[src/rtl/cpu_pkg.sv]
// Shared CPU definitions: branch codes, ALU flag bit positions and the
// branch-control FSM state encoding.
package cpu_pkg;

  typedef enum logic [2:0] {
    BR_NONE  = 3'b000,
    BR_JUMP  = 3'b001,
    BR_ZERO  = 3'b010,
    BR_NEG   = 3'b011,
    BR_NZERO = 3'b100,
    BR_NNEG  = 3'b101,
    BR_CARRY = 3'b110,
    BR_OVF   = 3'b111
  } br_code_t;

  localparam int NUM_FLAGS  = 4;
  localparam int FLAG_NEG   = 0;
  localparam int FLAG_ZERO  = 1;
  localparam int FLAG_OVF   = 2;
  localparam int FLAG_CARRY = 3;

  typedef enum logic [1:0] {
    ST_IDLE,
    ST_REDIRECT,
    ST_FLUSH
  } bcu_state_t;

  function automatic logic is_id_jump(input logic [2:0] code);
    return br_code_t'(code) == BR_JUMP;
  endfunction

endpackage

[src/rtl/branch_cond_eval.sv]
// EX-stage branch condition test: code + ALU flags + valid -> taken.
// Purely combinational; flag bits beyond FLAG_W read as 0.
module branch_cond_eval
  import cpu_pkg::*;
#(
  parameter int FLAG_W = 4
) (
  input  logic [2:0]        code_i,
  input  logic [FLAG_W-1:0] flags_i,
  input  logic              valid_i,
  output logic              taken_o
);

  logic [NUM_FLAGS-1:0] f;

  for (genvar i = 0; i < NUM_FLAGS; i++) begin : g_flag
    if (i < FLAG_W) begin : g_pass
      assign f[i] = flags_i[i];
    end else begin : g_zero
      assign f[i] = 1'b0;
    end
  end

  always_comb begin
    taken_o = 1'b0;
    case (br_code_t'(code_i))
      BR_ZERO:  taken_o = f[FLAG_ZERO];
      BR_NEG:   taken_o = f[FLAG_NEG];
      BR_NZERO: taken_o = ~f[FLAG_ZERO];
      BR_NNEG:  taken_o = ~f[FLAG_NEG];
      BR_CARRY: taken_o = f[FLAG_CARRY];
      BR_OVF:   taken_o = f[FLAG_OVF];
      default:  taken_o = 1'b0;
    endcase
    // An empty EX slot can never redirect, whatever its stale code says.
    if (!valid_i) taken_o = 1'b0;
  end

endmodule

[src/rtl/branch_ctrl_unit.sv]
// Branch redirect control: picks EX branch over ID jump, redirects fetch 1 cycle later,
// holds the request (stall) until fetch_ready_i, then clears FLUSH_STAGES pipe regs.
module branch_ctrl_unit
  import cpu_pkg::*;
#(
  parameter int PC_W         = 32,
  parameter int FLAG_W       = 4,
  parameter int FLUSH_STAGES = 2,
  parameter int CNT_W        = 16
) (
  input  logic                    clk_i,
  input  logic                    rst_n_i,
  input  logic [2:0]              branchsel_id_i,
  input  logic [2:0]              branchsel_ex_i,
  input  logic                    ex_valid_i,
  input  logic [FLAG_W-1:0]       alu_flags_i,
  input  logic [PC_W-1:0]         target_id_i,
  input  logic [PC_W-1:0]         target_ex_i,
  input  logic                    fetch_ready_i,
  output logic                    pc_load_o,
  output logic [PC_W-1:0]         pc_target_o,
  output logic [FLUSH_STAGES-1:0] clear_pipes_o,
  output logic                    stall_o,
  output logic [CNT_W-1:0]        taken_cnt_o
);

  localparam int                FCNT_W    = 2;
  localparam logic [FCNT_W-1:0] FCNT_INIT = FCNT_W'(FLUSH_STAGES - 1);

  bcu_state_t        state_q, state_d;
  logic [PC_W-1:0]   target_q, target_d;
  logic [FCNT_W-1:0] fcnt_q, fcnt_d;
  logic [CNT_W-1:0]  cnt_q;
  logic              ex_taken;
  logic              id_jump;
  logic              handshake;

  branch_cond_eval #(
    .FLAG_W (FLAG_W)
  ) u_cond (
    .code_i  (branchsel_ex_i),
    .flags_i (alu_flags_i),
    .valid_i (ex_valid_i),
    .taken_o (ex_taken)
  );

  assign id_jump = is_id_jump(branchsel_id_i);

  always_ff @(posedge clk_i or negedge rst_n_i) begin
    if (!rst_n_i) begin
      state_q  <= ST_IDLE;
      target_q <= '0;
      fcnt_q   <= '0;
      cnt_q    <= '0;
    end else begin
      state_q  <= state_d;
      target_q <= target_d;
      fcnt_q   <= fcnt_d;
      if (handshake) cnt_q <= cnt_q + CNT_W'(1);
    end
  end

  always_comb begin
    state_d       = state_q;
    target_d      = target_q;
    fcnt_d        = fcnt_q;
    handshake     = 1'b0;
    pc_load_o     = 1'b0;
    stall_o       = 1'b0;
    clear_pipes_o = '0;
    case (state_q)
      ST_IDLE: begin
        // EX is older than ID, so a taken EX branch wins and squashes the ID jump.
        if (ex_taken) begin
          state_d  = ST_REDIRECT;
          target_d = target_ex_i;
        end else if (id_jump) begin
          state_d  = ST_REDIRECT;
          target_d = target_id_i;
        end
      end
      ST_REDIRECT: begin
        pc_load_o = 1'b1;
        stall_o   = 1'b1;
        if (fetch_ready_i) begin
          handshake = 1'b1;
          state_d   = ST_FLUSH;
          fcnt_d    = FCNT_INIT;
        end
      end
      ST_FLUSH: begin
        // Flush cycle k = FLUSH_STAGES-1-fcnt clears stages 0..k.
        for (int k = 0; k < FLUSH_STAGES; k++) begin
          clear_pipes_o[k] = (k + int'(fcnt_q) <= FLUSH_STAGES - 1);
        end
        if (fcnt_q == '0) state_d = ST_IDLE;
        else              fcnt_d  = fcnt_q - FCNT_W'(1);
      end
      default: state_d = ST_IDLE;
    endcase
  end

  assign pc_target_o = target_q;
  assign taken_cnt_o = cnt_q;

endmodule

[config.mk]
export PLATFORM = sky130hd
export DESIGN_NAME = branch_ctrl_unit
export DESIGN_NICKNAME = d
export VERILOG_FILES = /design/src/rtl/cpu_pkg.sv /design/src/rtl/branch_cond_eval.sv /design/src/rtl/branch_ctrl_unit.sv
export SDC_FILE = /design/constraint.sdc
export NUM_CORES = 1
export LEC_CHECK = 0
export CORE_ASPECT_RATIO = 1.4
export CORE_UTILIZATION = 38
export CTS_CLUSTER_DIAMETER = 40
export DETAILED_ROUTE_END_ITERATION = 6
export PLACE_DENSITY = 0.78
export SLEW_MARGIN = 20
export SYNTH_ARGS = -nofsm -noshare
export SYNTH_HDL_FRONTEND = slang
export SYNTH_SLANG_ARGS = --single-unit
[constraint.sdc]
create_clock -name clk_i -period 1.9 [get_ports clk_i]
set_clock_uncertainty 0.15 [all_clocks]
set_input_delay 0.285 -clock clk_i [delete_from_list [all_inputs] [get_ports clk_i]]
set_output_delay 0.285 -clock clk_i [all_outputs]
set_load 0.02 [all_outputs]
* Yosys cells after proc, flatten, opt, wreduce, memory -nomap -nowiden
Cells that the tools add are included.
Word-level totals: output and inout bits 52, flip-flop bits (word level) 52, input bits 78
Cells by class: muxes and demuxes 16, eq/ne operators 13, reductions and logical operators 7, magnitude comparators 2, add/sub/neg operators 3, bitwise logic cells 2
Operators by type and width (number):
- $mux 32 | 2
- $add 16x1->16 const B | 1
- $mux 2 | 7
- $eq 3x3->1 const B | 4
- $eq 3x2->1 const B | 2
- $ne 2x2->1 const B | 3
- $pmux 1 s6 | 1
- $pmux 2 s3 | 1
- $reduce_and 3->1 | 2
- $logic_not 2->1 | 2
- $mux 1 | 4
- $pmux 2 s2 | 1
- $reduce_bool 2->1 | 2
- $add 1x2->3 const A | 1
- $eq 3x1->1 const B | 1
- $le 3x1->1 const B | 1
- $ne 3x3->1 const B | 1
- $eq 2x1->1 const B | 1
- $eq 2x2->1 const B | 1
- $le 2x1->1 const B | 1
- $not 1->1 | 2
- $reduce_and 2->1 | 1
- $sub 2x1->2 const B | 1

* Longest topological paths before layout
word-level depth 5, mapped depth 5, depth with buffers taken out 5

* Cells and area by module
Synthesis repeated with hierarchy kept, for this count alone.
Second synthesis, totals: cell total of the unflattened synthesis 232, area, all modules 2486.1 um^2
By module, submodules not included:
- branch_ctrl_unit | cells each 227, area an instance 2443.6 um^2, instances 1
- branch_cond_eval | cells each 5, area an instance 42.5 um^2, instances 1

* Worst setup path before layout
OpenSTA, ideal clock, no wires.
kind reg-to-reg, start register state_q[0], end register cnt_q[1] (netlist: taken_cnt_o[1]), setup slack 0.048 ns, clock period less this slack 1.852 ns, arrival time 1.577 ns, required time 1.625 ns, library setup time 0.125 ns, cell stages (with the launch flop) 5, cell sequence dfrtp_1 -> clkbuf_1 -> nor2b_1 -> and2_1 -> mux2_2
On the way: word-level cells in the longest chain between the ends 2
Ends and longest elaborated chain:
- from (decl) | RTL line branch_ctrl_unit.sv:30 | bcu_state_t state_q, state_d;
- from (signal assigned) | RTL line branch_ctrl_unit.sv:56 | state_q <= state_d;
- $eq 2x1->1 | RTL line branch_ctrl_unit.sv:71 | case (state_q)
- $mux 1 | RTL line branch_ctrl_unit.sv:71
- to (signal assigned) | RTL line branch_ctrl_unit.sv:59 | if (handshake) cnt_q <= cnt_q + CNT_W'(1);
- to (decl) | RTL line branch_ctrl_unit.sv:33 | logic [CNT_W-1:0] cnt_q;
Every way passes these cells. A chain may end at the register's enable or synchronous reset.

* Final worst setup path
start input port alu_flags_i[1], end register target_q[10] (netlist: pc_target_o[10])
On the way: word-level cells in the longest chain between the ends 5
Ends and longest elaborated chain:
- from (decl) | RTL line branch_ctrl_unit.sv:16 | input logic [FLAG_W-1:0] alu_flags_i,
- $not 1->1 | RTL line branch_cond_eval.sv:29 | BR_NZERO: taken_o = ~f[FLAG_ZERO];
- $pmux 1 s6 * | RTL line branch_cond_eval.sv:26 | case (br_code_t'(code_i))
- $mux 1 * | RTL line branch_cond_eval.sv:36 | if (!valid_i) taken_o = 1'b0;
- $reduce_bool 2->1 (no source line)
- $reduce_and 2->1 (no source line)
- to (signal assigned) | RTL line branch_ctrl_unit.sv:57 | target_q <= target_d;
- to (decl) | RTL line branch_ctrl_unit.sv:31 | logic [PC_W-1:0] target_q, target_d;
Every way passes the cells marked *; elsewhere a longest branch is shown, timed or not.

==> impl_results.md <==
* Status: completed
* Power share of the sequential group at 33.0%
* Share of synthesized area occupied by flip-flops and latches at 46.5%
* First-pass GRT wire length at 11,900 microns
* Highest attainable clock frequency at 534 MHz
* Synth Cell Area at 2800 sq um
* Reg clk slew, reported paths at 90 ps
* Post-CTS setup repair buffer count at 0
* Setup slack, reg-to-reg at 40 ps
* Final hold viol count at 0
* Combinational share of power at 55.0%
* Cell Int Power at 3.35 mW
* P per Cell Area at 1170 nW/um^2
* Number of cell rows at 36
* Final routed wire length divided by cell count at 14.4 microns
* Synth Area in Compound Gates at 19.8%
* # diodes at 0
* Total power after layout at 5.38 mW
* Top FF cell, synth: dfrtp_1
* Final Max Tran Viols at 0
* Synth Area per Inst at 10.4 sq um
* Number of vias per cell at 4.90
* Detailed router's first-iteration violation count at 97
* Number of nets in the finished design at 496
* Number of I/O port buffers at 129
* TritonCTS clock tree: done
* Number of cell instances on the worst register-to-register path at 5
* Net switching share of the total power at 37.6%
* Met1 Track Usage GR at 23.0%
* Number of nets still failing antenna checks after routing at 0
* Post-detailed-placement half-perimeter wirelength at 5620 microns
* Cell at the root of the clock tree: clkbuf_8
* Max_slew headroom at 73.7%
* Met2 capacity usage during global routing at 34.9%
* Largest net degree at the start of global routing at 33
* Synthesis warning total at 0
* Proportion of register bits with asynchronous set or reset after synthesis at 100%
* Tmin final at 1870 ps
* Area fraction in and, or, nand and nor cells after synthesis at 13.1%
* Die area at 7720 sq um
* Number of maximum-capacitance violations at 0
* I/O Pins at 130
* Core region area at 7030 sq um
* Leakage power at 2.13 nW
* Number of enable-type register cells in the synthesized netlist at 0
* Kind of critical path: in -> reg
* Synthesis-to-layout area growth at 63.5%
* Overflow left after global routing at 0
* Overall fraction of global-route tracks in use at 19.9%
* Kind of launch point of the worst setup path: input pin
* Mux contribution to synthesized area at 1.88%
* Dominant combinational cell family by area after synthesis: compound AO/OA/AOI/OAI gates
* Setup-failing EPs final at 0
* Post-route design area at 4580 sq um
* Count of cell types in the netlist at 39
* Met3 GRT Util at 4.09%
* Maximum VDD drop at 0.706 mV
* Horizontal die dimension at 74.6 microns
* Switching power total at 2.02 mW
* Die Y at 104 microns
* Net count after synthesis at 352
* Cell count after synthesis at 270
* XOR/XNOR Fraction of Synth Area at 4.69%
* Antenna violations before repair at 0
* Critical path capture point type: register
* Cell area after placement at 4350 sq um
* Clock network power share at 12.0%
* Number of global-route vias before repair at 2,553
* Classification of the worst-slack hold path: in -> async
* Number of clock sinks at 52
* Largest buffer count on any clock path at 2
* Fraction of the cycle the final worst path needs at 98.5%
* First-pass iteration count of the detailed router at 4
* Pin slew with the least headroom to its limit at 394 ps
* Number of filler instances in the final layout at 588
* Initial core utilization at 39.9%
* Worst reg2reg path startpoint: state_q[1]
* Crit path DAT at 1900 ps
* Setup repair after global routing missed its margin: yes
* Adder-cell share of the synthesized area at 1.79%
* Total Neg Setup Slack at 0 ps
* Cts bufs inserted at 5
* Final routed wirelength across all metal layers at 7370 microns
* Synth Register Bits at 52
* Seq. cell area at 1300 sq um
* Gp weighted congestion at 0.840
* CP Data Required Time at 1930 ps
* Fraction of layout cells with a size suffix above 1 at 17.8%
* Total number of vias at 2,499
* Reg-to-reg critical path endpoint: pc_target_o[26]
* Skew-Pair Late Insertion Delay at 290 ps
* GR peak layer: met2
* Maximum fanout along the worst path at 7
* Origin of the worst setup path: alu_flags_i[1]
* Number of levels in the clock H-tree at 2
* Area of the multi-input gates at 1250 sq um
* Count of unresolved DRC violations after routing at 0
-- power groups by stage --
stage	Clock, mW	Sequential [mW]	Combinational (mW)
2_1_floorplan	0	2.21	1.13
3_3_place_gp	0	1.78	2.76
3_5_place_dp	0	1.80	2.82
4_1_cts	0.664	1.78	2.87
5_1_grt	0.712	1.83	3.17
6_report	0.643	1.77	2.96
-- synthesized netlist by cell type (4+ instances only) --
cell      count  share of area [%]
a221oi_2     30                 16
clkbuf_1      8                1.1
dfrtp_1      52                 46
ha_1          4                1.8
inv_1        68                9.1
nand2_1       6               0.80
nand3_1       6                1.1
nand4_1       4               0.89
nor3_1       35                6.3
xnor2_1       7                2.2
xor2_1        8                2.5
-- cell usage in the layout (no fill, tap or decap), types with 2 or more instances in the layout --
cell,count
clkdlybuf4s50_1,118
nand2_1,6
clkbuf_8,6
nor2_1,3
ha_1,4
clkbuf_2,2
nand3_1,6
dlymetal6s2s_1,3
a221oi_2,28
and3_1,3
xor2_1,8
and4_1,2
mux2i_2,2
mux2_2,2
buf_4,14
xnor2_1,7
clkinv_2,2
buf_12,5
a221oi_4,4
dfrtp_1,52
o21ai_0,2
nand4_1,4
nor3_1,34
dlygate4sd2_1,5
inv_1,68
-- kinds of logic (layout without fill, tap and decap cells) --
group | Yosys count | in the layout
compound gates | 43 | 43
xor+xnor | 15 | 15
fa+ha+maj | 4 | 4
buf+inv | 83 | 228
flops | 52 | 52
mux | 5 | 5
simple gates | 68 | 68
-- flip-flops by register name, indices dropped and copies added (netlist names) --
register and count:
taken_cnt_o 16, pc_target_o 32, fcnt_q 2, state_q 2
-- critical path, cell delays in order --
cell and delay, ps:
clkdlybuf4s50_1 410, mux2i_2 240, buf_4 180, mux2i_4 280, o21a_4 250, clkbuf_16 180, a221oi_2 60
-- layer usage --
metal / part of all wire (%) / wire length, microns
met5: 0 / 0
met4: 2.1 / 156
met3: 6.0 / 442
met2: 55 / 4050
met1: 37 / 2720
-- how the worst max path moves through the flow --
stage	cells after the start	to	slack, ps
5_1_grt	5	pc_target_o[12]	-20
3_3_place_gp	6	pc_target_o[12]	-450
3_5_place_dp	7	pc_target_o[12]	-500
2_1_floorplan	4	taken_cnt_o[1]	50
4_1_cts	4	clear_pipes_o[1]	7
6_report	7	pc_target_o[10]	30
-- layout make-up --
class / count / area share [%]
well taps: 95 / 2.60
repair buffers: 152 / 34.0
flip-flops and latches: 52 / 28.4
clock buffers: 6 / 1.80
multi-input cells: 135 / 27.4
inverters: 68 / 5.57
clock inverters: 2 / 0.219
-- through the flow --
stage | setup WS, ps | utilization (%) | cells | hold slack, ps
finish | 28.0 | 65.2 | 510 | 286
detailed placement | -497 | 61.9 | 499 | 82.9
floorplan | 48.0 | - | 270 | -161
global route | -17.0 | 65.2 | 510 | 324
global placement | -454 | 61.9 | 499 | 76.9
CTS | 6.83 | 64.1 | 509 | 291
-- what timing repair did --
item / in CTS / in global routing
gates cloned: 1 / 1
pin swaps: 4 / 13
hold buffers: 1 / 0
gates resized for setup: 16 / 10
endpoints found under the setup margin: 37 / 30
endpoints found under the hold margin: 15 / 0
No activity file was read; power rests on OpenSTA's default activity.
